**src/rtl/mbscore_pkg.sv**
```systemverilog
// rtl/mbscore_pkg.sv - shared constants and types for the MBScore front end
package mbscore_pkg;

   localparam int          DATA_WIDTH = 32;
   localparam int          ADDR_WIDTH = 32;
   localparam logic [31:0] INST_NOP   = 32'h0000_0000;
   localparam logic [31:0] RESET_PC   = 32'h0000_0000;

   typedef enum logic {
      ST_RUN   = 1'b0,
      ST_FLUSH = 1'b1
   } fetch_state_e;

endpackage

```
**src/rtl/mbscore_inst_fifo.sv**
```systemverilog
// rtl/mbscore_inst_fifo.sv - synchronous instruction buffer with flush
// Flush wins over a same-cycle push or pop; DEPTH must be a power of two.
module mbscore_inst_fifo #(
   parameter int WIDTH = 64,
   parameter int DEPTH = 4
) (
   input  logic                       clk,
   input  logic                       rst,
   input  logic                       i_push,
   input  logic [WIDTH-1:0]           i_wdata,
   input  logic                       i_pop,
   input  logic                       i_flush,
   output logic [WIDTH-1:0]           o_rdata,
   output logic [$clog2(DEPTH+1)-1:0] o_count,
   output logic                       o_empty,
   output logic                       o_full
);

   localparam int AW = $clog2(DEPTH);
   localparam int CW = $clog2(DEPTH + 1);

   logic [WIDTH-1:0] r_mem [DEPTH];
   logic [AW-1:0]    r_wr_ptr;
   logic [AW-1:0]    r_rd_ptr;
   logic [CW-1:0]    r_count;
   logic             w_do_push;
   logic             w_do_pop;

   assign o_empty   = (r_count == '0);
   assign o_full    = (r_count == CW'(DEPTH));
   assign w_do_pop  = i_pop && !o_empty && !i_flush;
   assign w_do_push = i_push && (!o_full || w_do_pop) && !i_flush;
   assign o_rdata   = r_mem[r_rd_ptr];
   assign o_count   = r_count;

   always_ff @(posedge clk or posedge rst) begin
      if (rst) begin
         r_wr_ptr <= '0;
         r_rd_ptr <= '0;
         r_count  <= '0;
      end else if (i_flush) begin
         r_wr_ptr <= '0;
         r_rd_ptr <= '0;
         r_count  <= '0;
      end else begin
         if (w_do_push) r_wr_ptr <= r_wr_ptr + AW'(1);
         if (w_do_pop)  r_rd_ptr <= r_rd_ptr + AW'(1);
         case ({w_do_push, w_do_pop})
            2'b10:   r_count <= r_count + CW'(1);
            2'b01:   r_count <= r_count - CW'(1);
            default: r_count <= r_count;
         endcase
      end
   end

   always_ff @(posedge clk) begin
      if (w_do_push) r_mem[r_wr_ptr] <= i_wdata;
   end

endmodule

```
**src/rtl/mbscore_ifetch.sv**
```systemverilog
// rtl/mbscore_ifetch.sv - in-order instruction fetch with credit-limited requests
// Redirects flush the buffer; stale in-flight responses are dropped in FLUSH.
module mbscore_ifetch #(
   parameter int                    DATA_WIDTH = mbscore_pkg::DATA_WIDTH,
   parameter int                    ADDR_WIDTH = mbscore_pkg::ADDR_WIDTH,
   parameter logic [ADDR_WIDTH-1:0] RESET_PC   = ADDR_WIDTH'(mbscore_pkg::RESET_PC),
   parameter int                    FIFO_DEPTH = 4
) (
   input  logic                  clk,
   input  logic                  rst,
   output logic                  imem_req_valid,
   input  logic                  imem_req_ready,
   output logic [ADDR_WIDTH-1:0] imem_req_addr,
   input  logic                  imem_rsp_valid,
   input  logic [DATA_WIDTH-1:0] imem_rsp_data,
   input  logic                  redirect_valid,
   input  logic [ADDR_WIDTH-1:0] redirect_pc,
   output logic                  inst_valid,
   input  logic                  inst_ready,
   output logic [DATA_WIDTH-1:0] inst,
   output logic [ADDR_WIDTH-1:0] inst_pc
);
   import mbscore_pkg::*;

   localparam int              CW       = $clog2(FIFO_DEPTH + 1);
   localparam logic [CW:0]     LP_DEPTH = (CW + 1)'(FIFO_DEPTH);

   fetch_state_e                     r_state;
   logic [ADDR_WIDTH-1:0]            r_pc;
   logic [ADDR_WIDTH-1:0]            r_rsp_pc;
   logic [CW-1:0]                    r_outstanding;
   logic [CW-1:0]                    w_out_next;
   logic [CW-1:0]                    w_fifo_count;
   logic [CW:0]                      w_used;
   logic                             w_fifo_empty;
   logic                             w_fifo_full;
   logic                             w_req_fire;
   logic                             w_push;
   logic                             w_pop;
   logic [ADDR_WIDTH-1:0]            w_redirect_pc;
   logic [DATA_WIDTH+ADDR_WIDTH-1:0] w_fifo_rdata;

   // Requests in flight plus buffered words never exceed the buffer depth.
   assign w_used         = {1'b0, r_outstanding} + {1'b0, w_fifo_count};
   assign imem_req_valid = !rst && (r_state == ST_RUN) && !redirect_valid && (w_used < LP_DEPTH);
   assign imem_req_addr  = r_pc;
   assign w_req_fire     = imem_req_valid && imem_req_ready;
   assign w_out_next     = r_outstanding + CW'(w_req_fire) - CW'(imem_rsp_valid);
   assign w_redirect_pc  = {redirect_pc[ADDR_WIDTH-1:2], 2'b00};

   assign w_push     = (r_state == ST_RUN) && !redirect_valid && imem_rsp_valid;
   assign inst_valid = (r_state == ST_RUN) && !redirect_valid && !w_fifo_empty;
   assign w_pop      = inst_valid && inst_ready;
   assign inst       = inst_valid ? w_fifo_rdata[DATA_WIDTH-1:0] : DATA_WIDTH'(INST_NOP);
   assign inst_pc    = inst_valid ? w_fifo_rdata[DATA_WIDTH+ADDR_WIDTH-1:DATA_WIDTH] : '0;

   // r_rsp_pc tracks the address of the oldest live request, so responses carry their PC.
   always_ff @(posedge clk or posedge rst) begin
      if (rst) begin
         r_state       <= ST_RUN;
         r_pc          <= RESET_PC;
         r_rsp_pc      <= RESET_PC;
         r_outstanding <= '0;
      end else begin
         r_outstanding <= w_out_next;
         if (redirect_valid) begin
            r_pc     <= w_redirect_pc;
            r_rsp_pc <= w_redirect_pc;
            r_state  <= (w_out_next != '0) ? ST_FLUSH : ST_RUN;
         end else begin
            if (w_req_fire) r_pc     <= r_pc + ADDR_WIDTH'(4);
            if (w_push)     r_rsp_pc <= r_rsp_pc + ADDR_WIDTH'(4);
            if ((r_state == ST_FLUSH) && (w_out_next == '0)) r_state <= ST_RUN;
         end
      end
   end

   mbscore_inst_fifo #(
      .WIDTH (DATA_WIDTH + ADDR_WIDTH),
      .DEPTH (FIFO_DEPTH)
   ) u_fifo (
      .clk     (clk),
      .rst     (rst),
      .i_push  (w_push),
      .i_wdata ({r_rsp_pc, imem_rsp_data}),
      .i_pop   (w_pop),
      .i_flush (redirect_valid),
      .o_rdata (w_fifo_rdata),
      .o_count (w_fifo_count),
      .o_empty (w_fifo_empty),
      .o_full  (w_fifo_full)
   );

   always @(posedge clk) begin
      if (!rst) begin
         a_no_underflow: assert (!(imem_rsp_valid && (r_outstanding == '0)));
         a_no_overflow:  assert (!(w_push && w_fifo_full));
      end
   end

endmodule

```
**config.mk**
```make
export PLATFORM = sky130hd
export DESIGN_NAME = mbscore_ifetch
export DESIGN_NICKNAME = d
export VERILOG_FILES = /design/src/rtl/mbscore_pkg.sv /design/src/rtl/mbscore_inst_fifo.sv /design/src/rtl/mbscore_ifetch.sv
export SDC_FILE = /design/constraint.sdc
export NUM_CORES = 1
export LEC_CHECK = 0
export CORE_UTILIZATION = 55
export DETAILED_ROUTE_END_ITERATION = 8
export GPL_ROUTABILITY_DRIVEN = 0
export PLACE_DENSITY_LB_ADDON = 0.25
export SLEW_MARGIN = 20
export SYNTH_ARGS = -nofsm -noshare
export SYNTH_HDL_FRONTEND = slang
export SYNTH_SLANG_ARGS = --single-unit
```
**constraint.sdc**
```tcl
create_clock -name clk -period 5.1 [get_ports clk]
set_input_delay 1.02 -clock clk [delete_from_list [all_inputs] [get_ports clk]]
set_output_delay 1.02 -clock clk [all_outputs]
set_load 0.1 [all_outputs]
```
### Word level (Yosys, flattened, before mapping)

Memory sizes are Yosys's and may differ from the RTL's.
Cells that the tools add are included.
Widths: inputs -> output; s select.

| word-level totals | value |
|---|---|
| memories kept | 1 |
| output and inout bits | 98 |
| bits in registers | 75 |
| logic and storage cells | 66 |
| input bits | 70 |
| bits in writable memories | 256 |

| cells by class | value |
|---|---|
| reductions and logical operators | 27 |
| multiplexer cells | 17 |
| add/sub/neg operators | 9 |
| bitwise gates (word level) | 1 |
| equal/unequal tests | 3 |
| magnitude comparators | 1 |

Memories:

| memory | words | width | read ports | clocked after Yosys merged registers in | write ports | RTL line | RTL |
|---|---|---|---|---|---|---|---|
| u_fifo.r_mem | 4 | 64 | 1 | 0 | 1 | mbscore_inst_fifo.sv:22 | `logic [WIDTH-1:0] r_mem [DEPTH];` |

Operators with widths:

| cell | number |
|---|---|
| $mux 32 | 6 |
| $add 32x3->32 const B | 2 |
| $logic_and 1x1->1 | 13 |
| $reduce_bool 2->1 | 5 |
| $mux 2 | 4 |
| $logic_not 3->1 | 2 |
| $pmux 3 s2 | 1 |
| $reduce_bool 3->1 | 2 |
| $mux 1 | 5 |
| $add 2x1->2 const B | 2 |
| $add 3x3->4 | 1 |
| $logic_not 1->1 | 4 |
| $lt 4x3->1 const B | 1 |
| $add 3x1->3 | 1 |
| $add 3x1->3 const B | 1 |
| $eq 3x3->1 const B | 1 |
| $mux 3 | 1 |
| $sub 3x1->3 | 1 |
| $sub 3x1->3 const B | 1 |
| $eq 2x1->1 const B | 1 |
| $eq 2x2->1 const B | 1 |
| $logic_or 1x1->1 | 1 |
| $not 1->1 | 1 |

### Depth between registers and ports, before layout

| depth | value |
|---|---|
| word-level depth | 12 |
| depth in mapped cells | 13 |
| mapped depth without buffers | 12 |

### Modules after synthesis

A second synthesis with hierarchy kept.

| second synthesis, totals | value |
|---|---|
| cell total of the unflattened synthesis | 884 |
| area total of the unflattened synthesis | 13,987.2 um2 |

By module, submodules not included:

| module | cells each | area an instance (um2) | instances |
|---|---|---|---|
| mbscore_inst_fifo | 397 | 9,766.9 | 1 |
| mbscore_ifetch | 487 | 4,220.3 | 1 |

### Worst setup path before layout

No wires, ideal clock.

| timing path | value |
|---|---|
| path type | input port to flip-flop |
| from | in redirect_valid |
| to | mem u_fifo.r_mem[0][0] (enable) |
| path buffers | 1 |
| library setup time | 0.426 ns |
| arrival time | 3.401 ns |
| stages | 4 |
| path slack | 1.272 ns |
| path through | or3b_1 buf_6 nor2_1 and2_1 |

| on the way | value |
|---|---|
| word-level cells in the longest chain between the ends | 11 |
| elaborated cells on any way between the ends | 12 |

Ends and longest elaborated chain:

| item | RTL line | RTL |
|---|---|---|
| start, declared | mbscore_ifetch.sv:16 | `input logic redirect_valid,` |
| $logic_not 1->1 * | -- |  |
| $logic_and 1x1->1 | mbscore_ifetch.sv:51, mbscore_ifetch.sv:52 |  |
| $logic_and 1x1->1 | mbscore_ifetch.sv:52 | `assign inst_valid = (r_state == ST_RUN) && !redirect_valid && !w_fifo_empty;` |
| $logic_and 1x1->1 | mbscore_ifetch.sv:53 | `assign w_pop = inst_valid && inst_ready;` |
| $logic_and 1x1->1 (2 in a row) | mbscore_inst_fifo.sv:31 | `assign w_do_pop = i_pop && !o_empty && !i_flush;` |
| $logic_or 1x1->1 | mbscore_inst_fifo.sv:32 | `assign w_do_push = i_push && (!o_full \|\| w_do_pop) && !i_flush;` |
| $logic_and 1x1->1 | mbscore_inst_fifo.sv:32 |  |
| $logic_and 1x1->1 * | mbscore_inst_fifo.sv:32 |  |
| $mux 1 * | mbscore_inst_fifo.sv:57 | `if (w_do_push) r_mem[r_wr_ptr] <= i_wdata;` |
| $mux 1 (not written as such) * | mbscore_inst_fifo.sv:57 |  |
| end, declared | mbscore_inst_fifo.sv:22 |  |

Every way passes the cells marked *; elsewhere a longest branch is shown, timed or not.

### Final worst setup path

| timing path | value |
|---|---|
| from | in redirect_valid |
| to | out inst_pc[8] |

| on the way | value |
|---|---|
| word-level cells in the longest chain between the ends | 4 |

Ends and longest elaborated chain:

| item | RTL line | RTL |
|---|---|---|
| $logic_not 1->1 | mbscore_ifetch.sv:52 |  |
| $logic_and 1x1->1 (2 in a row) | mbscore_ifetch.sv:52 |  |
| $mux 32 | mbscore_ifetch.sv:55 | `assign inst_pc = inst_valid ? w_fifo_rdata[DATA_WIDTH+ADDR_WIDTH-1:DATA_WIDTH] : '0;` |
| end, declared | mbscore_ifetch.sv:21 | `output logic [ADDR_WIDTH-1:0] inst_pc` |

No other way between the ends.

==> impl_metrics.ini <==
[sta]
whs_ns = 0.519
slew_headroom_pct = 29.4
slew_violations = 0
fin_crit_ns = 3.74
finClkSkew_ns = 0.00958
rsz0062_at_grt = no
max_freq_mhz = 268
tightest_slew_ns = 1.06
setup_violations = 0
finalWorstSetupSlack_ns = 1.36
setup_tns_ns = 0
finalHoldViolCount = 0
fin_crit_sh_pct = 73.3

[critical_path]
slowest_delay_ns = 0.48
cp.buffers_inverters = 3
reg2reg_to = u_fifo.o_count[2]
timing.rr.start = u_fifo.o_count[1]
crit_start = redirect_valid
crit_family = buffers and inverters
worstSetupPathType = input port to output pin
required_ns = 4.08
cpMostUsedCell = buf_4
crit_end = inst_pc[8]
path_cells = buf_2 -> nor2_4 -> buf_4 -> and3_1 -> buf_4
cp_max_fo = 50
startpoint_type = input port
cp.depth = 5
rrSetupSlack_ns = 1.96
cp-end-kind = output pin
cp_slowest_cell = buf_4
r2r_cells = 6
arrival_ns = 2.72

[detailed_routing]
vias = 7911
drt-initial-drc-count = 604
routed.top_layer = met4
dr.pass1.iters = 4
drc = 0
ant_nets = 0
dr_wl_met2_um = 13400
viasPerCell = 5.90
met1_length_um = 12100
wirelength_um = 27800
wire_per_inst_um = 20.8
dr_wl_met3_um = 1890

[die]
dieHeight_um = 158
die_width_um = 158
initial_core_util_pct = 56.6
dieArea_um2 = 25000
io_pins = 168
core-area_um2 = 23700
num_rows = 56

[synth]
synth_top_area_share_pct = 55.5
ys_seq_area_share_pct = 68.8
synthCells = 830
synth.most_common_cell = edfxtp_1
yosys-top-cells-area = edfxtp_1 (56%), dfrtp_1 (13%), mux4_2 (10%)
synth_commonest_cells = edfxtp_1 (248), dfrtp_1 (71), and3_1 (69), mux4_2 (62), nand2_1 (45)
synth_top_cell_by_area = edfxtp_1
postSynth.asyncResetShare_pct = 22.3
synth_area_um2 = 13400
synth_top_flop_cell = edfxtp_1
synthDistinctLibCells = 56
ys_ff_latch = 319
yosys_warnings = 0
synth_edf_count = 248
synth.avg_cell_area_um2 = 16.2

[clock_tree]
worstSkewPairLatency_ns = 0.50
clk_pin_slew_worst_paths_ns = 0.05
cts_buffer_depth = 3
ctsHoldBuffers = 0
post-cts-setup-buffer-count = 0
post_cts_resized = 0
cts.sinks = 319
cts_buffers = 34
cts_max_level = 2
cts_root_buf = clkbuf_16
cts_tree = done

[power_and_ir_drop]
irDropWorstVdd_v = 0.000296
leakagePower_nw = 5.88
power_density_nw_per_um2 = 372

[global_routing]
grt.total_usage_pct = 23.2
antenna_found_initial = 0
grt_overflow = 0
grt_pass1_vias = 7842
grt_max_degree = 65
grt_pass1_wl_um = 43700

[placed_design]
io_buffers = 161
dp_slack_ns = 1.12
place_inst = 1281
detailed_place_hpwl_um = 17600

[run]
max_cap_viol_count = 0

[finish]
final_cells = 1341
post-route-util_pct = 69.1
areaGrowthSynthToFinish_pct = 22.0
antenna_cells = 0
nets = 1080
drive_above_1_share_pct = 21.0

[hold_path]
hold_path.class = flip-flop to flip-flop

[status]
status = finished clean
## state kept, by name, summed over array words and instances (netlist names)
signal,flops
imem_req_addr,30
r_state,1
u_fifo.r_rd_ptr,2
r_outstanding,3
r_rsp_pc,30
u_fifo.r_mem,248
u_fifo.o_count,3
u_fifo.r_wr_ptr,2
## worst min-delay path by stage
stage,start,to,slack [ns],depth (start not counted)
3_3_place_gp,r_outstanding[2],r_outstanding[2],0.51,1
4_1_cts,r_outstanding[2],r_outstanding[2],0.53,1
3_5_place_dp,r_outstanding[2],r_outstanding[2],0.52,1
5_1_grt,r_outstanding[2],r_outstanding[2],0.55,1
6_report,r_outstanding[2],r_outstanding[2],0.52,1
2_1_floorplan,r_outstanding[2],r_outstanding[2],0.47,1
## cell families after synthesis
group / Yosys count / synth area share, %
XOR/XNOR: 40 / 2.61
other: 1 / 0.0280
buffers and inverters: 64 / 2.04
AND/OR/NAND/NOR: 243 / 10.2
AO/OA/AOI/OAI: 76 / 3.57
flip-flops: 319 / 68.8
adder cells (fa/ha/maj): 12 / 1.23
multiplexers: 75 / 11.5
## stage by stage
step	area, um2	total power, W
detailed placement	15300	0.00384
finish	16400	0.00609
global route	16400	0.00629
floorplan	13400	0.00359
global placement	15300	0.00382
CTS	16400	0.00615
## layer usage
metal | vias to the layer above | global-route usage (%)
li1 | 3593 | -
met1 | 3997 | 33.8
met2 | 297 | 36.6
met3 | 24 | 3.64
met4 | 0 | 6.64
met5 | - | 0
## area by class of cell
type / instances / area [um2]
clock inverters: 12 / 78.8
flip-flops and latches: 319 / 9230
well taps: 319 / 399
clock buffers: 48 / 977
multi-input cells: 450 / 3930
fillers: 1613 / 7320
inverters: 15 / 56.3
repair buffers: 178 / 1690
## cells in the final DEF, fill, tap and decap left out, types with 9 or more instances in the layout
| master | Yosys | layout |
|---|---|---|
| and3_1 | 69 | 69 |
| buf_12 | 0 | 9 |
| buf_4 | 4 | 72 |
| clkbuf_1 | 34 | 10 |
| clkbuf_16 | 0 | 37 |
| clkdlybuf4s50_1 | 0 | 96 |
| dfrtp_1 | 71 | 69 |
| edfxtp_1 | 248 | 248 |
| ha_1 | 10 | 10 |
| inv_1 | 14 | 13 |
| mux2_2 | 9 | 9 |
| mux4_2 | 62 | 62 |
| nand2_1 | 45 | 45 |
| nand3_1 | 30 | 30 |
| nand4_1 | 27 | 27 |
| nor2_1 | 29 | 28 |
| o21ai_0 | 26 | 26 |
| o21ai_1 | 9 | 9 |
| o311ai_0 | 10 | 10 |
| xnor2_1 | 16 | 16 |
| xor2_1 | 24 | 24 |
## worst register-to-register path, delay by kind of cell (launching register included)
kind,cells,cell delay (ns)
simple gates,4,1.96
fa+ha+maj,1,0.40
flops,1,0.43
compound gates,1,0.24
## where the power goes
group | total (W) | switching (W) | internal [W]
sequential | 0.00305 | 0.000122 | 0.00293
clock | 0.00230 | 0.000918 | 0.00138
combinational | 0.000736 | 0.000501 | 0.000235
(Power assumes the default switching activity.)
